$ cat config.mk
export PLATFORM = sky130hd
export DESIGN_NAME = angle_servo_ctrl_flat
export DESIGN_NICKNAME = d
export VERILOG_FILES = /design/src/rtl/angle_servo_ctrl_if.sv /design/src/rtl/angle_servo_ctrl.sv /design/src/flat_wrapper.sv
export SDC_FILE = /design/constraint.sdc
export NUM_CORES = 1
export LEC_CHECK = 0
export CORE_UTILIZATION = 58
export DETAILED_ROUTE_END_ITERATION = 12
export HOLD_SLACK_MARGIN = 0.08
export PLACE_DENSITY = 0.8
export SYNTH_ARGS = -nofsm -noshare
export SYNTH_HDL_FRONTEND = slang
export SYNTH_SLANG_ARGS = --single-unit
$ cat constraint.sdc
create_clock -name clock -period 4.6 [get_ports clock]
set_clock_uncertainty 0.2 [all_clocks]
set_input_delay 0.69 -clock clock [delete_from_list [all_inputs] [get_ports clock]]
set_output_delay 0.69 -clock clock [all_outputs]
set_load 0.01 [all_outputs]
$ cat src/rtl/angle_servo_ctrl_if.sv
// angle_servo_ctrl_if
//   Bundles the command, encoder and PWM-handshake signals of angle_servo_ctrl.
//   slave  : view used by angle_servo_ctrl (commands/encoder/PWM status in, PWM request/status out)
//   master : view used by the surrounding subsystem (register block, encoder reader, PWM generator)
//   Signals:
//     target_angle/angle_update/abort_angle/cruise_power : motion commands
//     enc_angle/enc_valid                                 : encoder samples
//     pwm_enable/pwm_done                                 : PWM generator status
//     pwm_ratio/pwm_direction/pwm_update                  : PWM request
//     current_angle/angle_done/startup_fail/busy          : controller status
interface angle_servo_ctrl_if #(
  parameter int unsigned ANGLE_W = 12,
  parameter int unsigned PWM_W   = 8
);
  logic [ANGLE_W-1:0] target_angle;
  logic               angle_update;
  logic               abort_angle;
  logic [PWM_W-1:0]   cruise_power;
  logic [ANGLE_W-1:0] enc_angle;
  logic               enc_valid;
  logic               pwm_enable;
  logic               pwm_done;
  logic [PWM_W-1:0]   pwm_ratio;
  logic               pwm_direction;
  logic               pwm_update;
  logic [ANGLE_W-1:0] current_angle;
  logic               angle_done;
  logic               startup_fail;
  logic               busy;

  modport slave (
    input  target_angle, angle_update, abort_angle, cruise_power,
           enc_angle, enc_valid, pwm_enable, pwm_done,
    output pwm_ratio, pwm_direction, pwm_update,
           current_angle, angle_done, startup_fail, busy
  );

  modport master (
    output target_angle, angle_update, abort_angle, cruise_power,
           enc_angle, enc_valid, pwm_enable, pwm_done,
    input  pwm_ratio, pwm_direction, pwm_update,
           current_angle, angle_done, startup_fail, busy
  );
endinterface

$ cat src/rtl/angle_servo_ctrl.sv
// angle_servo_ctrl
//   Closed-loop steering controller for one swerve-module rotation motor. Drives
//   the motor toward a target angle using sampled encoder angles, with ramped
//   power, shortest-path direction, deadband completion and stall detection.
//   Optional feature macro: ANGLE_SERVO_SLOWDOWN_EN (enables the DECEL ramp-down
//   when the remaining error falls inside SLOW_ZONE).
// Ports:
//   clock   : main clock
//   reset_n : asynchronous active-low reset
//   bus     : angle_servo_ctrl_if.slave
//             in : target_angle, angle_update, abort_angle, cruise_power,
//                  enc_angle, enc_valid, pwm_enable, pwm_done
//             out: pwm_ratio, pwm_direction, pwm_update, current_angle,
//                  angle_done, startup_fail, busy
module angle_servo_ctrl #(
  parameter int unsigned ANGLE_W      = 12,
  parameter int unsigned PWM_W        = 8,
  parameter int unsigned DEADBAND     = 4,
  parameter int unsigned SLOW_ZONE    = 128,
  parameter int unsigned RAMP_STEP    = 4,
  parameter int unsigned MIN_POWER    = 24,
  parameter int unsigned STALL_CYCLES = 500000
) (
  input  logic               clock,
  input  logic               reset_n,
  angle_servo_ctrl_if.slave  bus
);

  localparam int unsigned STALL_W = $clog2(STALL_CYCLES + 1);
  localparam int unsigned PW1     = PWM_W + 1;

  localparam logic [ANGLE_W-1:0] HALF_TURN = {1'b1, {(ANGLE_W-1){1'b0}}};
  localparam logic [ANGLE_W-1:0] DB        = ANGLE_W'(DEADBAND);
  localparam logic [ANGLE_W-1:0] SZ        = ANGLE_W'(SLOW_ZONE);
  localparam logic [PWM_W-1:0]   MINP      = PWM_W'(MIN_POWER);
  localparam logic [PWM_W-1:0]   STEP_N    = PWM_W'(RAMP_STEP);
  localparam logic [PW1-1:0]     STEP_W    = PW1'(RAMP_STEP);
  localparam logic [STALL_W-1:0] STALL_MAX = STALL_W'(STALL_CYCLES);

  typedef enum logic [2:0] {
    S_IDLE,
    S_ACCEL,
    S_CRUISE,
    S_DECEL,
    S_DONE,
    S_FAULT
  } state_t;

  state_t             state_q, state_d;
  logic [ANGLE_W-1:0] target_q, target_d;
  logic [ANGLE_W-1:0] current_q;
  logic [PWM_W-1:0]   ratio_q, ratio_d;
  logic               dir_q, dir_d;
  logic               upd_q, upd_d;
  logic               pending_q, pending_d;
  logic               done_q, done_d;
  logic               fail_q, fail_d;
  logic               sample_q;
  logic [STALL_W-1:0] stall_q;
  logic               stall_clr;
  logic               eval_hit;
  logic               moving;

  logic [ANGLE_W:0]   err_cur, err_new;
  logic               dir_cur, dir_new;
  logic [ANGLE_W-1:0] mag_cur, mag_new;
  logic [PWM_W-1:0]   ceiling;
  logic [PW1-1:0]     up_sum;

  // Returns {direction, magnitude} of the shortest rotation from cur to tgt.
  // Unsigned modular difference avoids any signed overflow; half-turn ties go up.
  function automatic logic [ANGLE_W:0] shortest_path(input logic [ANGLE_W-1:0] tgt,
                                                     input logic [ANGLE_W-1:0] cur);
    logic [ANGLE_W-1:0] d;
    d = tgt - cur;
    if (d <= HALF_TURN) shortest_path = {1'b1, d};
    else                shortest_path = {1'b0, (~d) + 1'b1};
  endfunction

  assign moving  = (state_q == S_ACCEL) || (state_q == S_CRUISE) || (state_q == S_DECEL);
  assign err_cur = shortest_path(target_q, current_q);
  assign err_new = shortest_path(bus.target_angle, current_q);
  assign dir_cur = err_cur[ANGLE_W];
  assign mag_cur = err_cur[ANGLE_W-1:0];
  assign dir_new = err_new[ANGLE_W];
  assign mag_new = err_new[ANGLE_W-1:0];
  assign ceiling = (bus.cruise_power < MINP) ? MINP : bus.cruise_power;
  assign up_sum  = {1'b0, ratio_q} + STEP_W;

  always_comb begin
    state_d   = state_q;
    target_d  = target_q;
    ratio_d   = ratio_q;
    dir_d     = dir_q;
    upd_d     = 1'b0;
    done_d    = done_q;
    fail_d    = fail_q;
    stall_clr = 1'b0;
    eval_hit  = 1'b0;

    if (bus.abort_angle) begin
      // Forced zero: issued even with an update outstanding.
      state_d = S_IDLE;
      ratio_d = '0;
      fail_d  = 1'b0;
      upd_d   = (ratio_q != '0);
    end else if (state_q == S_FAULT) begin
      state_d = S_FAULT;
    end else if (moving && !bus.pwm_enable) begin
      state_d = S_IDLE;
      ratio_d = '0;
      upd_d   = 1'b1;
    end else if (moving && (stall_q == STALL_MAX)) begin
      state_d = S_FAULT;
      ratio_d = '0;
      upd_d   = 1'b1;
      fail_d  = 1'b1;
    end else if (!moving) begin
      if (bus.angle_update && bus.pwm_enable) begin
        target_d  = bus.target_angle;
        done_d    = 1'b0;
        stall_clr = 1'b1;
        if (mag_new <= DB) begin
          state_d = S_DONE;
          done_d  = 1'b1;
          upd_d   = (ratio_q != '0);
          ratio_d = '0;
        end else begin
          state_d = S_ACCEL;
          ratio_d = MINP;
          dir_d   = dir_new;
          upd_d   = 1'b1;
        end
      end
    end else begin
      // Mid-motion retarget keeps the current ratio; the next encoder
      // evaluation picks up the new error and direction.
      if (bus.angle_update && bus.pwm_enable) begin
        target_d  = bus.target_angle;
        done_d    = 1'b0;
        stall_clr = 1'b1;
      end

      if (sample_q) begin
        if (mag_cur <= DB) begin
          state_d  = S_DONE;
          ratio_d  = '0;
          upd_d    = 1'b1;
          done_d   = 1'b1;
          eval_hit = 1'b1;
        end else if (dir_cur != dir_q) begin
          state_d  = S_ACCEL;
          ratio_d  = MINP;
          dir_d    = dir_cur;
          upd_d    = 1'b1;
          eval_hit = 1'b1;
        end
`ifdef ANGLE_SERVO_SLOWDOWN_EN
        else if ((state_q != S_DECEL) && (mag_cur <= SZ)) begin
          state_d = S_DECEL;
        end
`endif
      end

      // Ramp on the acknowledge of the outstanding update; with nothing
      // outstanding (quiet CRUISE just switched to DECEL) step right away.
      if (!eval_hit && (!pending_q || bus.pwm_done)) begin
        case (state_d)
          S_ACCEL: begin
            if (up_sum >= {1'b0, ceiling}) begin
              ratio_d = ceiling;
              state_d = S_CRUISE;
            end else begin
              ratio_d = up_sum[PWM_W-1:0];
            end
          end
          S_DECEL: begin
            if ({1'b0, ratio_q} >= ({1'b0, MINP} + STEP_W)) ratio_d = ratio_q - STEP_N;
            else                                            ratio_d = MINP;
          end
          default: ratio_d = ratio_q;
        endcase
        upd_d = (ratio_d != ratio_q);
      end
    end
  end

  always_comb begin
    pending_d = pending_q;
    if (upd_d)             pending_d = 1'b1;
    else if (bus.pwm_done) pending_d = 1'b0;
  end

  always_ff @(posedge clock or negedge reset_n) begin
    if (!reset_n) begin
      state_q   <= S_IDLE;
      target_q  <= '0;
      current_q <= '0;
      ratio_q   <= '0;
      dir_q     <= 1'b0;
      upd_q     <= 1'b0;
      pending_q <= 1'b0;
      done_q    <= 1'b0;
      fail_q    <= 1'b0;
      sample_q  <= 1'b0;
    end else begin
      state_q   <= state_d;
      target_q  <= target_d;
      ratio_q   <= ratio_d;
      dir_q     <= dir_d;
      upd_q     <= upd_d;
      pending_q <= pending_d;
      done_q    <= done_d;
      fail_q    <= fail_d;
      sample_q  <= bus.enc_valid;
      if (bus.enc_valid) current_q <= bus.enc_angle;
    end
  end

  // Stall counter runs only while moving; any encoder movement restarts it.
  always_ff @(posedge clock or negedge reset_n) begin
    if (!reset_n) begin
      stall_q <= '0;
    end else if (!moving || stall_clr || (bus.enc_valid && (bus.enc_angle != current_q))) begin
      stall_q <= '0;
    end else if (stall_q != STALL_MAX) begin
      stall_q <= stall_q + 1'b1;
    end
  end

  assign bus.pwm_ratio     = ratio_q;
  assign bus.pwm_direction = dir_q;
  assign bus.pwm_update    = upd_q;
  assign bus.current_angle = current_q;
  assign bus.angle_done    = done_q;
  assign bus.startup_fail  = fail_q;
  assign bus.busy          = moving;

endmodule

$ cat src/flat_wrapper.sv
// flat-port wrapper written by rule: the top's interface ports become plain ports
module angle_servo_ctrl_flat 
#(
  parameter int unsigned ANGLE_W      = 12,
  parameter int unsigned PWM_W        = 8,
  parameter int unsigned DEADBAND     = 4,
  parameter int unsigned SLOW_ZONE    = 128,
  parameter int unsigned RAMP_STEP    = 4,
  parameter int unsigned MIN_POWER    = 24,
  parameter int unsigned STALL_CYCLES = 500000
)
  (clock, reset_n, bus_target_angle, bus_angle_update, bus_abort_angle, bus_cruise_power, bus_enc_angle, bus_enc_valid, bus_pwm_enable, bus_pwm_done, bus_pwm_ratio, bus_pwm_direction, bus_pwm_update, bus_current_angle, bus_angle_done, bus_startup_fail, bus_busy);
  angle_servo_ctrl_if #(.ANGLE_W(ANGLE_W), .PWM_W(PWM_W)) bus_i ();
  input  logic clock;
  input  logic reset_n;
  input wire logic [$bits(bus_i.target_angle)-1:0] bus_target_angle;
  input wire logic [$bits(bus_i.angle_update)-1:0] bus_angle_update;
  input wire logic [$bits(bus_i.abort_angle)-1:0] bus_abort_angle;
  input wire logic [$bits(bus_i.cruise_power)-1:0] bus_cruise_power;
  input wire logic [$bits(bus_i.enc_angle)-1:0] bus_enc_angle;
  input wire logic [$bits(bus_i.enc_valid)-1:0] bus_enc_valid;
  input wire logic [$bits(bus_i.pwm_enable)-1:0] bus_pwm_enable;
  input wire logic [$bits(bus_i.pwm_done)-1:0] bus_pwm_done;
  output wire logic [$bits(bus_i.pwm_ratio)-1:0] bus_pwm_ratio;
  output wire logic [$bits(bus_i.pwm_direction)-1:0] bus_pwm_direction;
  output wire logic [$bits(bus_i.pwm_update)-1:0] bus_pwm_update;
  output wire logic [$bits(bus_i.current_angle)-1:0] bus_current_angle;
  output wire logic [$bits(bus_i.angle_done)-1:0] bus_angle_done;
  output wire logic [$bits(bus_i.startup_fail)-1:0] bus_startup_fail;
  output wire logic [$bits(bus_i.busy)-1:0] bus_busy;
  assign bus_i.target_angle = bus_target_angle;
  assign bus_i.angle_update = bus_angle_update;
  assign bus_i.abort_angle = bus_abort_angle;
  assign bus_i.cruise_power = bus_cruise_power;
  assign bus_i.enc_angle = bus_enc_angle;
  assign bus_i.enc_valid = bus_enc_valid;
  assign bus_i.pwm_enable = bus_pwm_enable;
  assign bus_i.pwm_done = bus_pwm_done;
  assign bus_pwm_ratio = bus_i.pwm_ratio;
  assign bus_pwm_direction = bus_i.pwm_direction;
  assign bus_pwm_update = bus_i.pwm_update;
  assign bus_current_angle = bus_i.current_angle;
  assign bus_angle_done = bus_i.angle_done;
  assign bus_startup_fail = bus_i.startup_fail;
  assign bus_busy = bus_i.busy;
  angle_servo_ctrl #(.ANGLE_W(ANGLE_W), .PWM_W(PWM_W), .DEADBAND(DEADBAND), .SLOW_ZONE(SLOW_ZONE), .RAMP_STEP(RAMP_STEP), .MIN_POWER(MIN_POWER), .STALL_CYCLES(STALL_CYCLES)) u_core (.clock(clock), .reset_n(reset_n), .bus(bus_i));
endmodule
==> results.md, run 1 <==
* Syn-to-layout area delta at 20.2%
* Antenna Cells at 0
* Share of cells above drive strength 1 at between 10 and 15%
* Status: finished clean
* Tot Pwr at between 2000 and 3000 µW
* Placed Instances at slightly below 900
* Final Max Tran Viols at 0
* Number of global-route vias before repair at between 5000 and 6000
* Post-DR wirelength/cell at between 15 and 20 µm
* R2r setup slk at about 180 ps
* CP peak stage delay at between 400 and 500 ps
* Post-synthesis cell type count at 84
* Die X at about 100 µm
* Clk sinks at 60
* Remaining global-route overflow at 0
* Die height at ~100 µm
* Yosys warning total at 0
* Power Density at 369 nW/µm²
* # hold bufs at CTS at 0
* DRC viols at 0
* Post-CTS setup buffers at 0
* Final Core Density at roughly 73%
* CTS buffer count at 9
* Dpl ws at -123 ps
* I/O pin total at 64
* Yosys reg bits at 60
* Final Critical Period at 4420 ps
* Worst-margin pin slew at just over 1000 ps
* Root Driver: clkbuf_8
* Fin nets at ~840
* Max Fanout on Critical Path at 9
* Post-synth ARST share at 100%
* RR Endpoint: u_core.pending_q$_DFFE_PN0P_
* Vias per cell at between 6 and 7
* Syn_nets at approximately 770
* Antenna viol nets, final at 0
* Cell Area, Synth at 5650 µm²
* Core footprint at 9330 µm²
* # rows at 35
* Reg clk slew, reported paths at 80 ps
* Setup CP Type: flip-flop to flip-flop
* Critical Path AT at 4440 ps
* Initial antenna violation count at 0
* Most frequent cells in the layout: 68 x nand2_1, 62 x clkdlybuf4s50_1, 60 x dfrtp_1, 52 x nor2_1, 42 x a21oi_1
* LEAKAGE at 0.00285 µW
* Internal Pwr Total at between 1000 and 1500 µW
* I/O Buffers at 63
* DPL Wire Length at ~12000 µm
* Initial DRC count at between 300 and 400
* Logic gate share of total power at 49.5%
* Number of cells on the worst reg-to-reg path at 13
* Max-cap violations at 0
* Most used cell, CP: or3_1
* CTS resizes at 0
* Non-filler cells, final at roughly 900
* Gr busiest metal: met2
* Final WS setup at 182 ps
* Primary flip-flop cell chosen by synthesis mapping: dfrtp_1
* EDFF count, synth at 0
* GR Util met1 at between 40% and 50%
* Latest clock arrival within the worst-skew pair at roughly 350 ps
* Longest Clk Path Bufs at 2
* Register share of total power at between 20% and 30%
* Crit. End Element: flip-flop
* Tot GR Track Use at 33.0%
* Pre-antenna DRT Iters at 5
* Switching Fraction at between 40 and 50%
* CTS tree: done
* NetSw at 1020 µW
* CP top delay family: compound AO/OA/AOI/OAI gates
* Initial Util at just over 60%
* Largest net degree at the start of global routing at 32
* Slowest CP cell: o311ai_0
* Full die area at a little over 10000 µm²
* Critical Path, Cell by Cell: inv_1 -> ha_1 -> nor2b_1 -> o2111ai_1 -> a21oi_1 -> or3_1 -> or3_1 -> o22ai_2 -> nand2_2 -> and2_1 -> o311ai_0 -> a41o_1 -> nand4_1
* Seq/Total Area, Yosys at 26.6%
* Syn_area_per_cell at ~8.2 µm²
* Slew margin rel. at a little under a third
* CP bufs+invs at 1
* WP data required at 4620 ps
* H-Tree Depth at 3
* Commonest non-fill, non-tap cell in the layout: nand2_1
* Via Count at about 5600
* M3 GR Usage at 4.79%
* Global-route wire length before repair at between 20000 and 30000 µm
* RD Place Congestion at ~0.9
* Final period util at between 90% and 100%
* Worst vdd ir at around 0.21 mV
* Drt total wl at about 16000 µm
* Clock network fraction of design power at roughly 24%
* Hold crit path type: input pin to asynchronous set/reset pin
* Hold violation count in the final report at 0
* Setup Viol. Count Final at 0
* Met2 Use GR at around 53%
* Critical Path Start Type: flip-flop
* Peak Freq at about 230 MHz
* Reg2reg start: u_core.bus.current_angle[1]$_DFFE_PN0P_
* Cells after Synth at 690
[cells by family (layout without fill, tap and decap cells)]
logic type               after synthesis  after routing  share of synthesized area [%]
AO/OA/AOI/OAI                        206            206                           25.7
multiplexers                          18             18                           3.50
buffers and inverters                 68            146                           4.94
XOR/XNOR                              49             49                           7.73
adder cells (fa/ha/maj)               37             37                           8.47
AND/OR/NAND/NOR                      252            252                           23.0
flip-flops                            60             60                           26.6
[worst max-delay path by stage]
stage               slack, ps                             endpoint                                     from  depth (start not counted)
floorplan                 590         u_core.pending_q$_DFFE_PN0P_                      bus_target_angle[0]                         15
global placement          -70         u_core.pending_q$_DFFE_PN0P_                      bus_target_angle[0]                         17
detailed placement       -120         u_core.pending_q$_DFFE_PN0P_                      bus_target_angle[0]                         17
CTS                       220         u_core.pending_q$_DFFE_PN0P_                      bus_target_angle[0]                         17
global route              -30  u_core.bus.pwm_ratio[1]$_DFFE_PN0P_  u_core.bus.current_angle[7]$_DFFE_PN0P_                         14
finish                    180         u_core.pending_q$_DFFE_PN0P_  u_core.bus.current_angle[1]$_DFFE_PN0P_                         13
[area by class of cell]
type / count / area (µm²)
fillers: 738 / 2540
multi-input cells: 562 / 3890
repair buffers: 91 / 836
clock buffers: 9 / 124
well taps: 129 / 161
clock inverters: 7 / 124
inverters: 39 / 146
flip-flops and latches: 60 / 1500
[routing by layer]
layer | up-vias | part of all wire, %
li1 | 2677 | -
met1 | 2681 | 46
met2 | 203 | 46
met3 | 30 | 6.0
met4 | 0 | 2.0
met5 | - | 0
[cell usage after synthesis (5+ instances only)]
library cell | number | area share, %
a211oi_1 | 5 | 0.66
a21o_1 | 15 | 2.0
a21oi_1 | 42 | 3.7
and2_1 | 5 | 0.55
and3_1 | 7 | 0.78
buf_2 | 7 | 0.62
clkbuf_1 | 19 | 1.3
dfrtp_1 | 60 | 27
ha_1 | 35 | 7.8
inv_1 | 38 | 2.5
mux2_2 | 14 | 2.8
nand2_1 | 68 | 4.5
nand2b_1 | 10 | 1.1
nand3_1 | 21 | 1.9
nand4_1 | 17 | 1.9
nor2_1 | 52 | 3.5
nor2b_1 | 11 | 1.2
nor3_1 | 24 | 2.1
o2111ai_1 | 6 | 0.93
o211ai_1 | 9 | 1.2
o21a_1 | 13 | 1.7
o21ai_0 | 39 | 3.5
o21bai_1 | 5 | 0.66
o22ai_1 | 8 | 0.89
o31ai_1 | 6 | 0.80
or3_1 | 5 | 0.55
xnor2_1 | 30 | 4.7
xor2_1 | 18 | 2.8
[stage by stage]
| step | TNS [ps] | hold WS [ps] | area [µm²] |
|---|---|---|---|
| 4_1_cts | 0 | 201 | 6760 |
| 5_1_grt | -32.2 | 248 | 6790 |
| 3_3_place_gp | -126 | 264 | 6510 |
| 3_5_place_dp | -285 | 275 | 6510 |
| 6_report | 0 | 183 | 6790 |
| 2_1_floorplan | 0 | 194 | 5650 |
[registers in the layout (all words and copies together) (netlist names), 3 cells and up]
| register | cells |
|---|---|
| u_core.stall_q | 19 |
| u_core.bus.current_angle | 12 |
| u_core.target_q | 12 |
| u_core.bus.pwm_ratio | 8 |
| u_core.state_q | 3 |
[power groups by stage]
| stage | registers, µW | logic, µW | clock network, µW |
|---|---|---|---|
| after global placement | 660 | 1150 | 0 |
| after detailed placement | 663 | 1190 | 0 |
| after floorplan | 645 | 843 | 0 |
| final | 656 | 1240 | 610 |
| after global routing | 664 | 1360 | 633 |
| after CTS | 652 | 1200 | 619 |
No activity file was read; power rests on OpenSTA's default activity.
==> run 2: changes to the inputs <==
--- a/config.mk
+++ b/config.mk
@@ -5,10 +5,10 @@
 export SDC_FILE = /design/constraint.sdc
 export NUM_CORES = 1
 export LEC_CHECK = 0
-export CORE_UTILIZATION = 58
+export CORE_UTILIZATION = 25
 export DETAILED_ROUTE_END_ITERATION = 12
 export HOLD_SLACK_MARGIN = 0.08
-export PLACE_DENSITY = 0.8
+export PLACE_DENSITY = 0.4
 export SYNTH_ARGS = -nofsm -noshare
 export SYNTH_HDL_FRONTEND = slang
 export SYNTH_SLANG_ARGS = --single-unit
==> run 2 against run 1 <==
  * The run now ends with design-rule violations left
  * Core utilization fell by 40 points
  * Power increased by 6.1%
  * Sequential share of layout area fell by 1.3 points
  * Sequential power is 1% lower
  * Hold slack got worse by 2.9 ps
  * Clock-buffer cell count rose by 1
  * Sequential cell count did not move
  * Final cell count increased by 19%
  * Combinational power rose by 5%
  * Critical path depth up 4
  * Critical path type is now input pin to flip-flop
  * Largest power group unchanged
==> results.md, run 2 (synthesized netlist as in run 1, its figures left out) <==
* Longest Clk Path Bufs at 2 (unchanged)
* Worst vdd ir at 0.180 mV (was 0.205 mV)
* Hold violation count in the final report at 0 (unchanged)
* Final Critical Period at 4470 ps (was 4420 ps)
* Non-filler cells, final at 1068 (was 897)
* WP data required at 4670 ps (was 4620 ps)
* Full die area at 23200 µm² (was 10100 µm²)
* Post-DR wirelength/cell at 16.7 µm (was 17.9 µm)
* Setup TNS at 0 ps (unchanged)
* Critical Path AT at 4550 ps (was 4440 ps)
* CTS buffer count at 9 (unchanged)
* Largest register FFs at 19 (unchanged)
* CTS tree: done (unchanged)
* Pre-antenna DRT Iters at 9 (was 5)
* Number of global-route vias before repair at 5498 (was 5296)
* Final Max Tran Viols at 0 (unchanged)
* Syn-to-layout area delta at 27.5% (was 20.2%)
* Placed Instances at 1052 (was 881)
* Root Driver: clkbuf_16 (was clkbuf_8)
* Drt total wl at 17900 µm (was 16000 µm)
* Post-layout instance area at 7200 µm² (was 6790 µm²)
* # rows at 54 (was 35)
* RSZ-0062 raised after global routing: no
* Global-route wire length before repair at 29100 µm (was 26300 µm)
* Fin nets at 859 (was 839)
* Placed cell area at 6850 µm² (was 6510 µm²)
* Max Fanout on Critical Path at 4 (was 9)
* Share of cells above drive strength 1 at 14.0% (was 11.3%)
* Initial antenna violation count at 0 (unchanged)
* Power Density at 369 nW/µm² (about the same)
* Clk sinks at 60 (unchanged)
* Setup Viol. Count Final at 0 (unchanged)
* FILL cells at 2284 (was 738)
* DPL Wire Length at 14300 µm (was 12200 µm)
* I/O Buffers at 63 (unchanged)
* Commonest non-fill, non-tap cell in the layout: nand2_1 (unchanged)
* Latest clock arrival within the worst-skew pair at 340 ps (was 350 ps)
* Most frequent cells in the layout: 68 x nand2_1, 62 x clkdlybuf4s50_1, 60 x dfrtp_1, 52 x nor2_1, 48 x buf_4 (was 68 x nand2_1, 62 x clkdlybuf4s50_1, 60 x dfrtp_1, 52 x nor2_1, 42 x a21oi_1)
* Initial DRC count at 211 (was 387)
* LEAKAGE at 0.00299 µW (was 0.00285 µW)
* Reg area at 1500 µm² (unchanged)
* Post-CTS setup buffers at 0 (unchanged)
* H-Tree Depth at 3 (unchanged)
* Setup CP Type: input pin to flip-flop (was flip-flop to flip-flop)
* Critical Path Start Type: input pin (was flip-flop)
* Antenna viol nets, final at 0 (unchanged)
* Reg clk slew, reported paths at 60 ps (was 80 ps)
* Final period util at 97.3% (was 96.1%)
* Peak Freq at 224 MHz (was 226 MHz)
* Hold crit path type: input pin to asynchronous set/reset pin (unchanged)
* Vias per cell at 5.09 (was 6.23)
* Via Count at 5434 (was 5591)
* Crit. End Element: flip-flop (unchanged)
* Failing checks: design-rule violations
* RD Place Congestion at 0.833 (was 0.909)
* DRC viols at 2 (was 0)
* Remaining global-route overflow at 0 (unchanged)
* Die height at 152 µm (was 101 µm)
* Core footprint at 22000 µm² (was 9330 µm²)
* Biggest register: u_core.stall_q (unchanged)
* Status: finished with violations (was finished clean)
* I/O pin total at 64 (unchanged)
* Antenna Cells at 0 (unchanged)
* Tot GR Track Use at 15.7% (was 33.0%)
* Worst-margin pin slew at 678 ps (was 1030 ps)
* Max-cap violations at 0 (unchanged)
* Multi-input logic area at 3910 µm² (was 3890 µm²)
* Initial Util at 25.7% (was 60.5%)
* Largest net degree at the start of global routing at 34 (was 32)
* # hold bufs at CTS at 0 (unchanged)
* Die X at 152 µm (was 101 µm)
* Slew margin rel. at 54.8% (was 30.9%)
* WHS at 181 ps (was 183 ps)
run 2: cell types whose count changed in the layout (fill, tap and decap cells not counted), moves of 2 or more:
cell and delta:
buf_4 +20, clkbuf_16 +9, clkbuf_8 -8, bufinv_16 -2
run 2: through the flow:
stage | utilization, % | worst slack (ps) | power (µW)
after global placement | 31.2 | -161 | 1930
after global routing | 32.8 | 11.3 | 2840
final | 32.8 | 126 | 2660
after CTS | 32.6 | 111 | 2660
after detailed placement | 31.2 | -227 | 1930
after floorplan | - | 586 | 1490
run 2: layout make-up:
class                   instances  area share (%)
repair buffers                111            13.7
inverters                      39            2.03
flip-flops and latches         60            20.9
multi-input cells             562            54.3
well taps                     280            4.87
clock buffers                  10            3.32
clock inverters                 6           0.973
run 2: worst max-delay path, cell delays in order:
cell and delay [ps]:
clkdlybuf4s50_1 420, inv_1 130, ha_2 230, fa_2 240, nor2b_4 50, o31a_1 290, o21a_1 200, or3_4 330
a211o_1 320, o31a_1 350, xnor2_2 150, a211oi_1 90, buf_4 150, a211o_1 310, a21bo_1 190, a311o_1 310
nand3_1 100
run 2: routing by layer:
layer	routed length (µm)	up-vias	track usage (%)
met2	8250	80	25.8
met5	0	-	0
met3	485	13	2.42
met4	191	0	4.32
met1	8950	2618	21.4
li1	-	2723	-
run 2: path summary, 6_finish.rpt:
| kind | startpoint | endpoint | slack, ps | depth (start not counted) |
|---|---|---|---|---|
| worst max register to register | u_core.bus.current_angle[4]$_DFFE_PN0P_ | u_core.bus.pwm_ratio[4]$_DFFE_PN0P_ | 400 | 15 |
| min in group clock | u_core.target_q[0]$_DFFE_PN0P_ | u_core.target_q[0]$_DFFE_PN0P_ | 290 | 2 |
| max in group asynchronous | reset_n | u_core.target_q[5]$_DFFE_PN0P_ | 3100 | 2 |
| worst min register to register | u_core.target_q[0]$_DFFE_PN0P_ | u_core.target_q[0]$_DFFE_PN0P_ | 290 | 2 |
| worst min-delay path | reset_n | u_core.bus.current_angle[3]$_DFFE_PN0P_ | 180 | 1 |
| worst max-delay path | bus_target_angle[0] | u_core.bus.pwm_update$_DFF_PN0_ | 130 | 17 |
run 2: power by group:
group          total [µW]  internal, µW  switching [µW]
combinational        1300           582             715
clock                 713           439             275
sequential            649           583            65.9
run 2: timing repair:
action | 4_1_cts | 5_1_grt
gates resized for setup | 0 | 8
setup endpoints to repair | 0 | 4
hold endpoints to repair | 0 | 0
==> run 3: changes to the inputs <==
--- a/config.mk
+++ b/config.mk
@@ -5,6 +5,7 @@
 export SDC_FILE = /design/constraint.sdc
 export NUM_CORES = 1
 export LEC_CHECK = 0
+export ABC_AREA = 1
 export CORE_UTILIZATION = 25
 export DETAILED_ROUTE_END_ITERATION = 12
 export HOLD_SLACK_MARGIN = 0.08
==> constraint.sdc (replaced) <==
create_clock -name clock -period 5 [get_ports clock]
set_clock_uncertainty 0.2 [all_clocks]
set_input_delay 0.75 -clock clock [delete_from_list [all_inputs] [get_ports clock]]
set_output_delay 0.75 -clock clock [all_outputs]
set_load 0.01 [all_outputs]
==> run 3 against run 2 <==
  * The run now ends clean
  * Wire length down 6.9%
  * Sequential cell count stayed put
  * Sequential share of layout area is 1.1 points higher
  * Worst setup slack improved by 530 ps
  * Clock power decreased by 8.8%
  * Die area fell by 1.1%
  * Core utilization decreased by 1.4 points
  * Synthesized cell count is 18% higher
  * Clock-buffer cell count grew 1
  * Via count shrank 2.9%
  * Register-to-register slack improved by 290 ps
  * Non-clock buffer count shrank 40
  * Critical endpoint is now u_core.bus.pwm_ratio[4]$_DFFE_PN0P_
==> results.md, run 3 <==
* Cell count along the critical path at 25 (was 17)
* Setup Viol. Count Final at 0 (unchanged)
* CP bufs+invs at 5 (was 3)
* Worst-margin pin slew at 752 ps (was 678 ps)
* I/O Buffers at 63 (unchanged)
* Remaining global-route overflow at 0 (unchanged)
* Tot GR Track Use at 15.5% (was 15.7%)
* Most frequent cells in the layout: 218 x nand2_1, 122 x inv_1, 68 x nor2_1, 62 x clkdlybuf4s50_1 (was 68 x nand2_1, 62 x clkdlybuf4s50_1, 60 x dfrtp_1, 52 x nor2_1, 48 x buf_4)
* Setup CP Type: input pin to flip-flop (unchanged)
* I/O pin total at 64 (unchanged)
* Worst vdd ir at 0.159 mV (was 0.180 mV)
* Final Max Tran Viols at 0 (unchanged)
* Placed cell area at 6540 µm² (was 6850 µm²)
* DPL Wire Length at 13200 µm (was 14300 µm)
* Number of cells on the worst reg-to-reg path at 30 (was 15)
* Antenna Cells at 0 (unchanged)
* Global-route wire length before repair at 27300 µm (was 29100 µm)
* CP top delay family: simple AND/OR/NAND/NOR gates (was compound AO/OA/AOI/OAI gates)
* Commonest non-fill, non-tap cell in the layout: nand2_1 (unchanged)
* Root Driver: clkbuf_16 (unchanged)
* Slew margin rel. at 49.4% (was 54.8%)
* Post-synth ARST share at 100% (unchanged)
* Multi-input logic area at 3520 µm² (was 3910 µm²)
* Cell Area, Synth at 5580 µm² (was 5650 µm²)
* Final period util at ~87%
* Hold violation count in the final report at 0 (unchanged)
* Reg clk slew, reported paths at 70 ps (was 60 ps)
* FILL cells at 2417 (was 2284)
* Clk sinks at 60 (unchanged)
* Crit. End Element: flip-flop (unchanged)
* H-Tree Depth at 3 (unchanged)
* CTS tree: done (unchanged)
* Vias per cell at 4.50 (was 5.09)
* Most numerous cell in the Yosys netlist: nand2_1 (unchanged)
* Critical Path AT at 4370 ps (was 4550 ps)
* Full die area at 22900 µm² (was 23200 µm²)
* Tot Pwr at 2770 µW (was 2660 µW)
* Primary flip-flop cell chosen by synthesis mapping: dfrtp_1 (unchanged)
* CTS resizes at 0 (unchanged)
* Syn-to-layout area delta at 22.6% (was 27.5%)
* Commonest cells post-synth: 218 x nand2_1, 122 x inv_1, 68 x nor2_1, 60 x dfrtp_1, 60 x nand3_1 (was 68 x nand2_1, 60 x dfrtp_1, 52 x nor2_1, 42 x a21oi_1, 39 x o21ai_0)
* Post-layout instance area at 6840 µm² (was 7200 µm²)
* CP peak stage delay at 460 ps (was 420 ps)
* Largest net degree at the start of global routing at 44 (was 34)
* Initial Util at 25.6% (was 25.7%)
* Number of global-route vias before repair at 5196 (was 5498)
* Yosys warning total at 0 (unchanged)
* Yosys reg bits at 60 (unchanged)
* Reg area at 1500 µm² (unchanged)
* Initial DRC count at 163 (was 211)
* Status: finished clean (was finished with violations)
* # hold bufs at CTS at 0 (unchanged)
* DRC viols at 0 (was 2)
* Core footprint at 21800 µm² (was 22000 µm²)
* Final Core Density at 31.4% (was 32.8%)
* Largest area contributor in the netlist: dfrtp_1 (unchanged)
* LEAKAGE at 0.00332 µW (was 0.00299 µW)
* Setup TNS at 0 ps (unchanged)
* Max-cap violations at 0 (unchanged)
* Drt total wl at 16600 µm (was 17900 µm)
* EDFF count, synth at 0 (unchanged)
* Max Fanout on Critical Path at 9 (was 4)
* RSZ-0062 raised after global routing: no (unchanged)
* Die X at 151 µm (was 152 µm)
* Placed Instances at 1156 (was 1052)
* Non-filler cells, final at 1172 (was 1068)
* Pre-antenna DRT Iters at 5 (was 9)
* RD Place Congestion at 0.791 (was 0.833)
* Initial antenna violation count at 0 (unchanged)
* Syn_area_per_cell at 6.83 µm² (was 8.18 µm²)
* Longest Clk Path Bufs at 2 (unchanged)
* Seq/Total Area, Yosys at 26.9% (was 26.6%)
* Syn_nets at 893 (was 766)
* Post-synthesis cell type count at 51 (was 84)
* CTS buffer count at 9 (unchanged)
* Cells after Synth at 817 (was 690)
* WP data required at 5030 ps (was 4670 ps)
* Via Count at 5277 (was 5434)
* Slowest CP cell: clkdlybuf4s50_1 (unchanged)
* Die height at 151 µm (was 152 µm)
* # rows at 54 (unchanged)
* Final Critical Period at around 4300 ps
* Largest register FFs at 19 (unchanged)
* Peak Freq at 230 MHz
* Critical Path Start Type: input pin (unchanged)
* Antenna viol nets, final at 0 (unchanged)
* Top cells by area, synth: dfrtp_1 27%, nand2_1 15%, inv_1 8.2% (was dfrtp_1 27%, ha_1 7.8%, xnor2_1 4.7%)
* Post-CTS setup buffers at 0 (unchanged)
* Post-DR wirelength/cell at 14.2 µm (was 16.7 µm)
* Power Density at 404 nW/µm² (was 369 nW/µm²)
* Top cell type's share of synthesized area at 26.9% (was 26.6%)
* Biggest register: u_core.stall_q (unchanged)
* Fin nets at 963 (was 859)
* Hold crit path type: input pin to asynchronous set/reset pin (unchanged)
* Latest clock arrival within the worst-skew pair at 340 ps (about the same)
* Share of cells above drive strength 1 at 9.64% (was 14.0%)
-- run 3: changes by cell type after synthesis, sizes merged, moves of 15 or more --
cell,previous run,this run
inv,38,128
xnor2,31,11
nand3,21,72
nor2,52,77
a21oi,44,29
nand2,69,227
-- run 3: final timing paths --
path	from	endpoint	slack (ps)
min in group clock	u_core.target_q[0]$_DFFE_PN0P_	u_core.target_q[0]$_DFFE_PN0P_	300
worst min register to register	u_core.target_q[0]$_DFFE_PN0P_	u_core.target_q[0]$_DFFE_PN0P_	300
worst min-delay path	reset_n	u_core.bus.pwm_ratio[0]$_DFFE_PN0P_	170
worst max-delay path	bus_target_angle[0]	u_core.bus.pwm_ratio[4]$_DFFE_PN0P_	660
max in group asynchronous	reset_n	u_core.target_q[8]$_DFFE_PN0P_	3430
worst max register to register	u_core.bus.current_angle[0]$_DFFE_PN0P_	u_core.pending_q$_DFFE_PN0P_	690
-- run 3: metrics by stage --
| step | setup WS [ps] | hold WS, ps |
|---|---|---|
| 2_1_floorplan | 1210 | 253 |
| 3_3_place_gp | 370 | 280 |
| 3_5_place_dp | 335 | 282 |
| 4_1_cts | 619 | 177 |
| 5_1_grt | 145 | 201 |
| 6_report | 656 | 167 |
-- run 3: report_power, final --
group / internal, µW / switching (µW) / leakage (µW)
registers: 551 / 77.4 / 0.000773
logic: 566 / 924 / 0.00240
clock network: 402 / 248 / 0.000146
total: 1520 / 1250 / 0.00332
-- run 3: cell type report --
type / count / area share, %
clock inverter: 5 / 0.878
multi-input combinational: 616 / 51.4
tap: 280 / 5.12
clock buffer: 11 / 3.55
sequential: 60 / 21.9
inverter: 129 / 7.07
timing repair buffer: 71 / 10.0
-- run 3: worst register-to-register path: cells and delay by family, from the launching register on --
family | cells | cell delay (ps)
AOI/OAI and AO/OA | 1 | 180
adders and majority gates | 2 | 650
buffers and inverters | 4 | 400
DFF | 1 | 440
and+or+nand+nor | 23 | 2330
-- run 3: kinds of logic (layout without fill, tap and decap cells) --
group / count (synthesis) / after routing / synth area share [%]
buffers and inverters: 141 / 216 / 10.0
AO/OA/AOI/OAI: 104 / 104 / 11.0
XOR/XNOR: 30 / 30 / 4.71
adder cells (fa/ha/maj): 37 / 37 / 8.57
multiplexers: 11 / 11 / 2.22
flip-flops: 60 / 60 / 26.9
AND/OR/NAND/NOR: 434 / 434 / 36.6
-- run 3: layer usage --
| metal | up-vias | GRT usage, % | wire length (µm) |
|---|---|---|---|
| li1 | 2800 | - | - |
| met1 | 2410 | 22.2 | 8760 |
| met5 | - | 0 | 0 |
| met3 | 11 | 2.26 | 391 |
| met4 | 0 | 4.20 | 229 |
| met2 | 56 | 24.2 | 7270 |
